===== config.mk =====
export PLATFORM = sky130hd
export DESIGN_NAME = sequenciador_delta
export DESIGN_NICKNAME = d
export VERILOG_FILES = /design/src/rtl/sequenciador_delta.sv
export SDC_FILE = /design/constraint.sdc
export NUM_CORES = 1
export LEC_CHECK = 0
export ABC_AREA = 1
export BUFFER_PORTS_ARGS = -buffer_cell sky130_fd_sc_hd__buf_4
export CAP_MARGIN = 15
export CORE_UTILIZATION = 33
export CTS_CLUSTER_DIAMETER = 120
export DETAILED_ROUTE_END_ITERATION = 12
export PLACE_DENSITY_LB_ADDON = 0.15
export SLEW_MARGIN = 20
export SYNTH_ARGS = -nofsm -noshare
export SYNTH_HDL_FRONTEND = slang
export SYNTH_SLANG_ARGS = --single-unit

===== constraint.sdc =====
create_clock -name clk -period 6.5 [get_ports clk]
set_clock_uncertainty 0.2 [all_clocks]
set_input_delay 0.975 -clock clk [delete_from_list [all_inputs] [get_ports clk]]
set_output_delay 0.975 -clock clk [all_outputs]
set_load 0.02 [all_outputs]

===== src/rtl/sequenciador_delta.sv =====
// Multi-cycle |b^2 - c*2^SHIFT| datapath built around one shared shift-add multiplier.
// A start/done handshake drives it; s and neg stay valid from the done pulse until the next SUB.
module sequenciador_delta #(
    parameter int WIDTH = 4,
    parameter int SHIFT = 2
) (
    input  logic                 clk,
    input  logic                 rst,
    input  logic                 start,
    input  logic [WIDTH-1:0]     b,
    input  logic [WIDTH-1:0]     c,
    output logic                 busy,
    output logic                 done,
    output logic [2*WIDTH-1:0]   s,
    output logic                 neg
);

    localparam int PW = 2 * WIDTH;
    localparam int KW = (WIDTH > 1) ? $clog2(WIDTH) : 1;

    if (SHIFT > WIDTH) begin : g_bad_shift
        $error("sequenciador_delta: SHIFT must not exceed WIDTH");
    end

    typedef enum logic [2:0] {
        IDLE,
        MUL,
        ESCALA,
        SUB,
        FIM
    } state_t;

    state_t          state_q, state_d;
    logic [WIDTH-1:0] b_q, b_d;
    logic [WIDTH-1:0] c_q, c_d;
    logic [KW-1:0]    k_q, k_d;
    logic [PW-1:0]    p_q, p_d;
    logic [PW-1:0]    q_q, q_d;
    logic [PW-1:0]    s_q, s_d;
    logic             neg_q, neg_d;
    logic             busy_q, busy_d;
    logic             done_q, done_d;

    always_comb begin
        // NOTE: every _d starts as its held value, so no path through the case leaves a latch.
        state_d = state_q;
        b_d     = b_q;
        c_d     = c_q;
        k_d     = k_q;
        p_d     = p_q;
        q_d     = q_q;
        s_d     = s_q;
        neg_d   = neg_q;

        case (state_q)
            IDLE, FIM: begin
                // FIM accepts start too, giving back-to-back operation.
                if (start) begin
                    b_d     = b;
                    c_d     = c;
                    p_d     = '0;
                    k_d     = '0;
                    state_d = MUL;
                end else begin
                    state_d = IDLE;
                end
            end
            MUL: begin
                if (b_q[k_q]) begin
                    p_d = p_q + (PW'(b_q) << k_q);
                end
                k_d = k_q + KW'(1);
                if (k_q == KW'(WIDTH - 1)) begin
                    state_d = ESCALA;
                end
            end
            ESCALA: begin
                q_d     = PW'(c_q) << SHIFT;
                state_d = SUB;
            end
            SUB: begin
                if (p_q >= q_q) begin
                    s_d   = p_q - q_q;
                    neg_d = 1'b0;
                end else begin
                    s_d   = q_q - p_q;
                    neg_d = 1'b1;
                end
                state_d = FIM;
            end
            default: state_d = IDLE;
        endcase

        // Status flags are decoded from the next state so they are registered with it.
        busy_d = (state_d == MUL) || (state_d == ESCALA) || (state_d == SUB);
        done_d = (state_d == FIM);
    end

    always_ff @(posedge clk) begin
        // NOTE: non-blocking assignments keep every flop sampling pre-edge values.
        if (rst) begin
            state_q <= IDLE;
            b_q     <= '0;
            c_q     <= '0;
            k_q     <= '0;
            p_q     <= '0;
            q_q     <= '0;
            s_q     <= '0;
            neg_q   <= 1'b0;
            busy_q  <= 1'b0;
            done_q  <= 1'b0;
        end else begin
            state_q <= state_d;
            b_q     <= b_d;
            c_q     <= c_d;
            k_q     <= k_d;
            p_q     <= p_d;
            q_q     <= q_d;
            s_q     <= s_d;
            neg_q   <= neg_d;
            busy_q  <= busy_d;
            done_q  <= done_d;
        end
    end

    assign busy = busy_q;
    assign done = done_q;
    assign s    = s_q;
    assign neg  = neg_q;

endmodule


Word level (Yosys, flattened, before mapping)

Cells that the tools add are included.

Register bits after elaboration: 36
Input port bits: 11

Add/sub/neg operators: 4
Magnitude comparators: 2
Eq/ne operators: 11
Shift operators: 1
Mux-type cells: 12
Reductions and logical operators: 8

Operators by type and width:

| operator              | count |
|---|---|
| $mux W8               | 3 |
| $pmux W8 S2           | 1 |
| $eq A3 B2 Y1 const B  | 4 |
| $pmux W3 S4           | 1 |
| $add A8 B8 Y8         | 1 |
| $ge A8 B6 Y1          | 1 |
| $shl A4 B2 Y8         | 1 |
| $sub A6 B8 Y8         | 1 |
| $sub A8 B6 Y8         | 1 |
| $eq A3 B1 Y1 const B  | 2 |
| $eq A3 B3 Y1 const B  | 2 |
| $ne A2 B2 Y1 const B  | 2 |
| $pmux W2 S2           | 1 |
| $reduce_and A2 Y1     | 2 |
| $logic_not A3 Y1      | 1 |
| $lt A2 B3 Y1 const B  | 1 |
| $mux W1               | 3 |
| $mux W3               | 1 |
| $reduce_and A3 Y1     | 1 |
| $add A2 B1 Y2 const B | 1 |
| $bmux W1 S2           | 1 |
| $eq A2 B2 Y1 const B  | 1 |
| $logic_or A1 B1 Y1    | 2 |
| $mux W2               | 1 |
| 2 further kinds       | 2 |

Logic depth before layout (Yosys ltp)

Gate-level depths: netlist (run 1).

Depth in word-level cells: 6
Gate-level depth with buffers: 17
Gate-level depth less buffers: 16

Worst setup path after synthesis (run 1)

No wires, ideal clock.

Kind: register to register
From: register k_q[1]
To: register p_q[4]
Setup time: 132 ps
Data arrival time: 1,798 ps
Setup slack: 4,369 ps
Cell stages (with the launch flop): 11
Path buffers: 0
Clock period less this slack: 2,131 ps
Path through: dfxtp_1 inv_2 nand3_1 inv_1 ha_1 fa_1 nand2_1 nand3_1 or2_2 nand3_1 a21oi_1

Longest elaborated chain between the ends: 4
Elaborated cells between the ends (all ways): 8
Classes of those cells: 1 x add/sub; 1 x eq/ne; 1 x shift; 4 x mux; 1 x reduce/logical

RTL lines:

| item                                             | line   | source |
|---|---|---|
| from (decl)                                      | 36     | `logic [KW-1:0] k_q, k_d;` |
| from (signal assigned)                           | 116    | `k_q <= k_d;` |
| $shl A4 B2 Y8 or $bmux W1 S2 (tied branches)     | 70, 69 |  |
| $add A8 B8 Y8 or $mux W1 (tied branches)         | 70, 69 |  |
| $mux W8 or $ne A2 B2 Y1 (tied branches)          | n/a    |  |
| $pmux W8 S2 or $reduce_and A3 Y1 (tied branches) | n/a    |  |
| to (signal assigned)                             | 117    | `p_q <= p_d;` |
| to (decl)                                        | 37     | `logic [PW-1:0] p_q, p_d;` |

Parallel ways exist; a longest one is shown, timed or not. The select of a mux whose other input is x is not followed.
A chain may end at the register's enable or synchronous reset.

Worst setup path in the final report (run 1)

Same ends and word-level chain as after synthesis.

==> results of run 1 <==
cells in the mapped netlist, types with 3 or more instances:
| cell | count | area [um2] |
|---|---|---|
| clkbuf_1 | 3 | 11.3 |
| o21ai_0 | 22 | 110 |
| a21oi_1 | 19 | 95.1 |
| ha_1 | 17 | 213 |
| inv_2 | 3 | 11.3 |
| nand2_2 | 3 | 18.8 |
| nor2_1 | 36 | 135 |
| dfxtp_1 | 36 | 721 |
| nand3_1 | 22 | 110 |
| nand2_1 | 105 | 394 |
| inv_1 | 42 | 158 |
| nor2_2 | 3 | 18.8 |
| xnor2_1 | 3 | 26.3 |
| nand4_1 | 4 | 25.0 |
state kept, by name (all words and copies together), names as in the netlist:
name and flops:
p_q 8, s 8, b_q 4, c_q 4, q_q 4, state_q 3, k_q 2, busy 1
done 1, neg 1
stage by stage:
step | std cells | utilization | worst slack (ps) | hold WS (ps) | power, mW
after floorplan | 338 | - | 4370 | 243 | 0.285
after global placement | 431 | 0.382 | 4180 | 240 | 0.301
after detailed placement | 431 | 0.382 | 4190 | 240 | 0.301
after CTS | 439 | 0.400 | 4170 | 256 | 0.502
after global routing | 439 | 0.400 | 3980 | 271 | 0.525
final | 439 | 0.400 | 4180 | 253 | 0.498
area by class of cell:
type,count,area (um2),share of cell area
repair buffers,21,158,0.0614
well taps,77,96.3,0.0375
multi-input cells,251,1310,0.510
flip-flops and latches,36,721,0.281
clock buffers,5,68.8,0.0268
inverters,46,173,0.0673
clock inverters,3,42.5,0.0166
critical path, stage by stage, from the launching register on:
cell and delay (ps):
dfxtp_1 480, inv_2 130, nand3_1 130, inv_1 60, ha_1 220, fa_1 430, nand2_1 90, nand3_1 70
or2_2 270, nand3_1 70, a21oi_1 60
logic make-up (layout without fill, tap and decap cells):
logic type,Yosys count,in the layout
AO/OA/AOI/OAI,45,45
XOR/XNOR,5,5
adder cells (fa/ha/maj),19,19
buffers and inverters,51,75
flip-flops,36,36
multiplexers,2,2
AND/OR/NAND/NOR,180,180
worst paths after layout:
check                      startpoint                  end  slack, ps  cells past startpoint
hold / removal      s[3]$_SDFFE_PP0N_    s[3]$_SDFFE_PP0N_        250                      2
setup reg to reg  k_q[1]$_SDFFE_PP0P_  p_q[4]$_SDFFE_PP0P_       4180                     10
setup / recovery  k_q[1]$_SDFFE_PP0P_  p_q[4]$_SDFFE_PP0P_       4180                     10
hold reg to reg     s[3]$_SDFFE_PP0N_    s[3]$_SDFFE_PP0N_        250                      2
routing by layer:
layer  share of wire  vias to the layer above  GRT usage
li1                -                     1119          -
met1            0.51                      897      0.197
met2            0.44                       37      0.239
met3           0.027                       11     0.0403
met4           0.022                        0     0.0611
met5               0                        -          0
power by group through the flow:
stage,registers (mW),clock network (mW),logic (mW)
CTS,0.234,0.206,0.0618
global route,0.235,0.218,0.0718
detailed placement,0.239,0,0.0616
global placement,0.239,0,0.0616
floorplan,0.237,0,0.0474
finish,0.234,0.203,0.0614
==> results_dict.tcl, run 1 <==
set metrics [dict create \
    synth_area_per_cell_um2 6.59 \
    grt_pass1_vias 1908 \
    post_cts_buffers 0 \
    slew_violations 0 \
    p_leak_nw 1.29 \
    io_pins 22 \
    ys.flop_type "dfxtp_1" \
    core-area_um2 6420 \
    drt-initial-drc-count 87 \
    internal-power_uw 364 \
    worst_slew_pin_slew_ps 413 \
    fillers 688 \
    drt_wl_total_mm 4.98 \
    p_sw_frac 0.269 \
    finalCritPeriodShare 0.356 \
    tns_ps 0 \
    synth-xor-area-share 0.0197 \
    place_hpwl_mm 3.92 \
    cts_resized 0 \
    irDropWorstVdd_mv 0.137 \
    routedWlPerCell_um 11.4 \
    cts_tree "done" \
    dieWidth_um 84.2 \
    synthesis.area_um2 2230 \
    worstSetupStartpointType "flip-flop" \
    grt_setup_unrepaired "false" \
    yosys.area_share.adder 0.113 \
    grt_pass1_wl_mm 8.45 \
    ys_seq_elements 36 \
    final_nets 391 \
    io_buffers 21 \
    cp-end-kind "flip-flop" \
    final_area_um2 2570 \
    p_clk_frac 0.407 \
    antenna_found_initial 0 \
    p_comb_frac 0.123 \
    worstSkewPairLatency_ps 290 \
    overflow 0 \
    dr.pass1.iters 4 \
    vias 2064 \
    gp_congestion 0.803 \
    powerDensity_nw_per_um2 194 \
    clk_path_buf_depth 2 \
    clock_sinks 36 \
    period_needed_ps 2320 \
    clockRootBuffer "clkbuf_8" \
    power_frac_seq 0.470 \
    numCtsBuffers 5 \
    crit_fanout 8 \
    crit_arrival_ps 2290 \
    layout-drive-gt1-share 0.119 \
    grt_start_max_net_pins 16 \
    hold_violations 0 \
    synth_compound_area_frac 0.107 \
    synthArstFlopShare 0 \
    hold_path_class "flip-flop to flip-flop" \
    diodes 0 \
    synth_warnings 0 \
    ant_nets 0 \
    yosys.cell_types.count 29 \
    area.growth.synth_to_final_pct 15.2 \
    synth_edf_count 0 \
    drc_errors 0 \
    syn_nets 368 \
    synth.area.mux_share 0.00898 \
    die_h_um 84.2 \
    place_area_um2 2450 \
    start_util 0.347 \
    layout_commonest_cell "nand2_1" \
    maxCapViolCount 0 \
    netlist_instances 338 \
    grt_usage 0.151 \
    slew_headroom 0.722 \
    synth-simple-area-share 0.338 \
    num_rows 29 \
    clkSlewWorstSetupHoldPaths_ps 80 \
    fmax_mhz 432 \
    outcome "completed" \
    vias_per_cell 4.70 \
    seq_area_frac_synth 0.323 \
    path_class "flip-flop to flip-flop" \
    setup_violations 0 \
    crit_required_ps 6470 \
    p_sw_uw 134 \
    ctsHoldBuffers 0 \
    synth_top_family_by_area "simple AND/OR/NAND/NOR gates" \
    dieArea_um2 7090 \
    final_cell_mix "nand2_1 (105), inv_1 (42), nor2_1 (36), dfxtp_1 (36)" \
    htreeDepth 2 \
]
Note: power is estimated with default switching activity, not from simulation.
==> inputs of run 2 (changes only) <==
Settings changed: ABC_AREA 1 to 0.
Clock period 6.5 ns to 1.9 ns, I/O delays scaled along.
==> results_dict.tcl, run 2 <==
set metrics [dict create \
    outcome "finished, violations left" \
    violations "negative setup slack" \
    hold_path_class "input pin to flip-flop" \
    synthArstFlopShare 0 \
    synth_top_area_cell "dfxtp_1" \
    synth_warnings 0 \
    irDropWorstVdd_mv 0.487 \
    worstSetupStartpointType "flip-flop" \
    slew_violations 0 \
    final_cell_mix "buf_4 (75), dfxtp_1 (30), nand2_1 (29), a21oi_1 (22), nor2_1 (20)" \
    multi_input_area_um2 1510 \
    htreeDepth 2 \
    dr.pass1.iters 4 \
    synth_edf_count 0 \
    crit_arrival_ps 2250 \
    hold_violations 0 \
    ys_top_cells_by_count "dfxtp_1 (36), nand2_1 (31), a21oi_1 (25)" \
    fmax_mhz 442 \
    seq_area_um2 731 \
    wl_met2_mm 2.61 \
    syn_nets 288 \
    io_buffers 21 \
    num_rows 28 \
    drc_errors 0 \
    ant_nets 0 \
    clkSlewWorstSetupHoldPaths_ps 80 \
    fin_cells 415 \
    clock_sinks 36 \
    layout-drive-gt1-share 0.424 \
    routedWlPerCell_um 13.2 \
    fin_ws_ps -360 \
    antenna_found_initial 0 \
    dieArea_um2 6760 \
    post-synth-top-area-fraction 0.339 \
    placedCellCount 400 \
    area.growth.synth_to_final_pct 50.5 \
    slew_headroom 0.667 \
    maxCapViolCount 0 \
    cts_tree "done" \
    path_class "flip-flop to flip-flop" \
    place_hpwl_mm 4.05 \
    crit_required_ps 1890 \
    clk_path_buf_depth 2 \
    dr_wl_met3_um 166 \
    critPathBufInv 0 \
    powerDensity_nw_per_um2 528 \
    ctsHoldBuffers 0 \
    drt_wl_total_mm 5.47 \
    overflow 0 \
    reg2reg_slack_ps -360 \
    period_needed_ps 2260 \
    synthTopCellsByArea "dfxtp_1 (34%), ha_1 (10%), a21oi_1 (5.9%)" \
    setup_violations 14 \
    grt_pass1_vias 2033 \
    cp-end-kind "flip-flop" \
    p_leak_nw 1.35 \
    vias 2059 \
    gp_congestion 0.801 \
    yosys.cell_types.count 46 \
    dieWidth_um 82.2 \
    ys_seq_elements 36 \
    tns_ps -3150 \
    finalCritPeriodShare 1.19 \
    cpPeakStageDelay_ps 410 \
    clockRootBuffer "clkbuf_8" \
    highest_layer "met4" \
    diodes 0 \
    vias_per_cell 4.96 \
    hold_slack_ps 24.1 \
    io_pins 22 \
    final_nets 369 \
    die_h_um 82.2 \
    start_util 0.350 \
    worstPathCellList "nand2b_4, nor2_2, ha_2, fa_2, a211oi_2, o21bai_1, a21oi_2, nor4_1, a221o_1" \
    grt_pass1_wl_mm 9.30 \
    worstSkewPairLatency_ps 300 \
    ys.flop_type "dfxtp_1" \
    post-route-util 0.527 \
    netlist_instances 258 \
    yosys.cell_count.top_type "dfxtp_1" \
    wl_met1_mm 2.60 \
    grt_setup_unrepaired "true" \
    critPathTopFamily "compound AO/OA/AOI/OAI gates" \
    fillers 565 \
    grt_usage 0.185 \
    worst_slew_pin_slew_ps 498 \
    core-area_um2 6060 \
    seq_area_frac_synth 0.339 \
    synthesis.area_um2 2120 \
    drt-initial-drc-count 55 \
    synth_area_per_cell_um2 8.23 \
    crit_fanout 5 \
    grt_start_max_net_pins 30 \
    slowest_stage "fa_2" \
    numCtsBuffers 5 \
    layout_commonest_cell "buf_4" \
]
==> run 2: final timing paths <==
path	startpoint	end	cells after the start
max	k_q[0]$_SDFFE_PP0P_	p_q[6]$_SDFFE_PP0P_	9
min	c[3]	c_q[3]$_SDFFE_PP0P_	3
max reg2reg	k_q[0]$_SDFFE_PP0P_	p_q[6]$_SDFFE_PP0P_	9
min reg2reg	s[1]$_SDFFE_PP0N_	s[1]$_SDFFE_PP0N_	2
==> run 2: stage by stage <==
stage          area [um2]  power (mW)  worst slack [ps]
5_1_grt              3200        1.75              -478
2_1_floorplan        2260       0.920              -339
3_5_place_dp         2880        1.00              -386
4_1_cts              3120        1.70              -350
6_report             3200        1.69              -360
3_3_place_gp         2880       0.998              -361
==> run 2: power breakdown <==
part	leakage (nW)	switching, mW	internal (mW)
combinational	0.998	0.105	0.103
clock	0.0541	0.300	0.388
sequential	0.295	0.0184	0.772
==> run 2: cell type report <==
cell class              instances  share of cell area
inverters                      16              0.0196
repair buffers                 85               0.215
flip-flops and latches         36               0.229
clock buffers                   5              0.0215
multi-input cells             195               0.472
clock inverters                 3              0.0133
well taps                      75              0.0294
==> run 2: routing by layer <==
layer | up-vias | track usage
met5 | - | 0
met4 | 0 | 0.0667
met3 | 9 | 0.0418
met2 | 33 | 0.316
met1 | 934 | 0.226
li1 | 1083 | -
==> run 2: cell families after synthesis <==
family                     Yosys count  share of synthesized area
adders and majority gates           19                      0.119
and+or+nand+nor                     98                      0.235
muxes                                9                     0.0483
buffers and inverters               27                     0.0524
AOI/OAI and AO/OA                   66                      0.193
xor gates and xnor gates             3                     0.0124
DFF                                 36                      0.339
==> run 2: repair_timing <==
action / 4_1_cts / 5_1_grt
pin swaps: 11 / 10
buffers inserted: 5 / 2
endpoints found under the setup margin: 16 / 16
resized for setup: 25 / 17
==> run 2: tightest hold or removal path, stage by stage <==
cell     delay (ps)
buf_4           110
nand2_1          40
a21oi_1          50
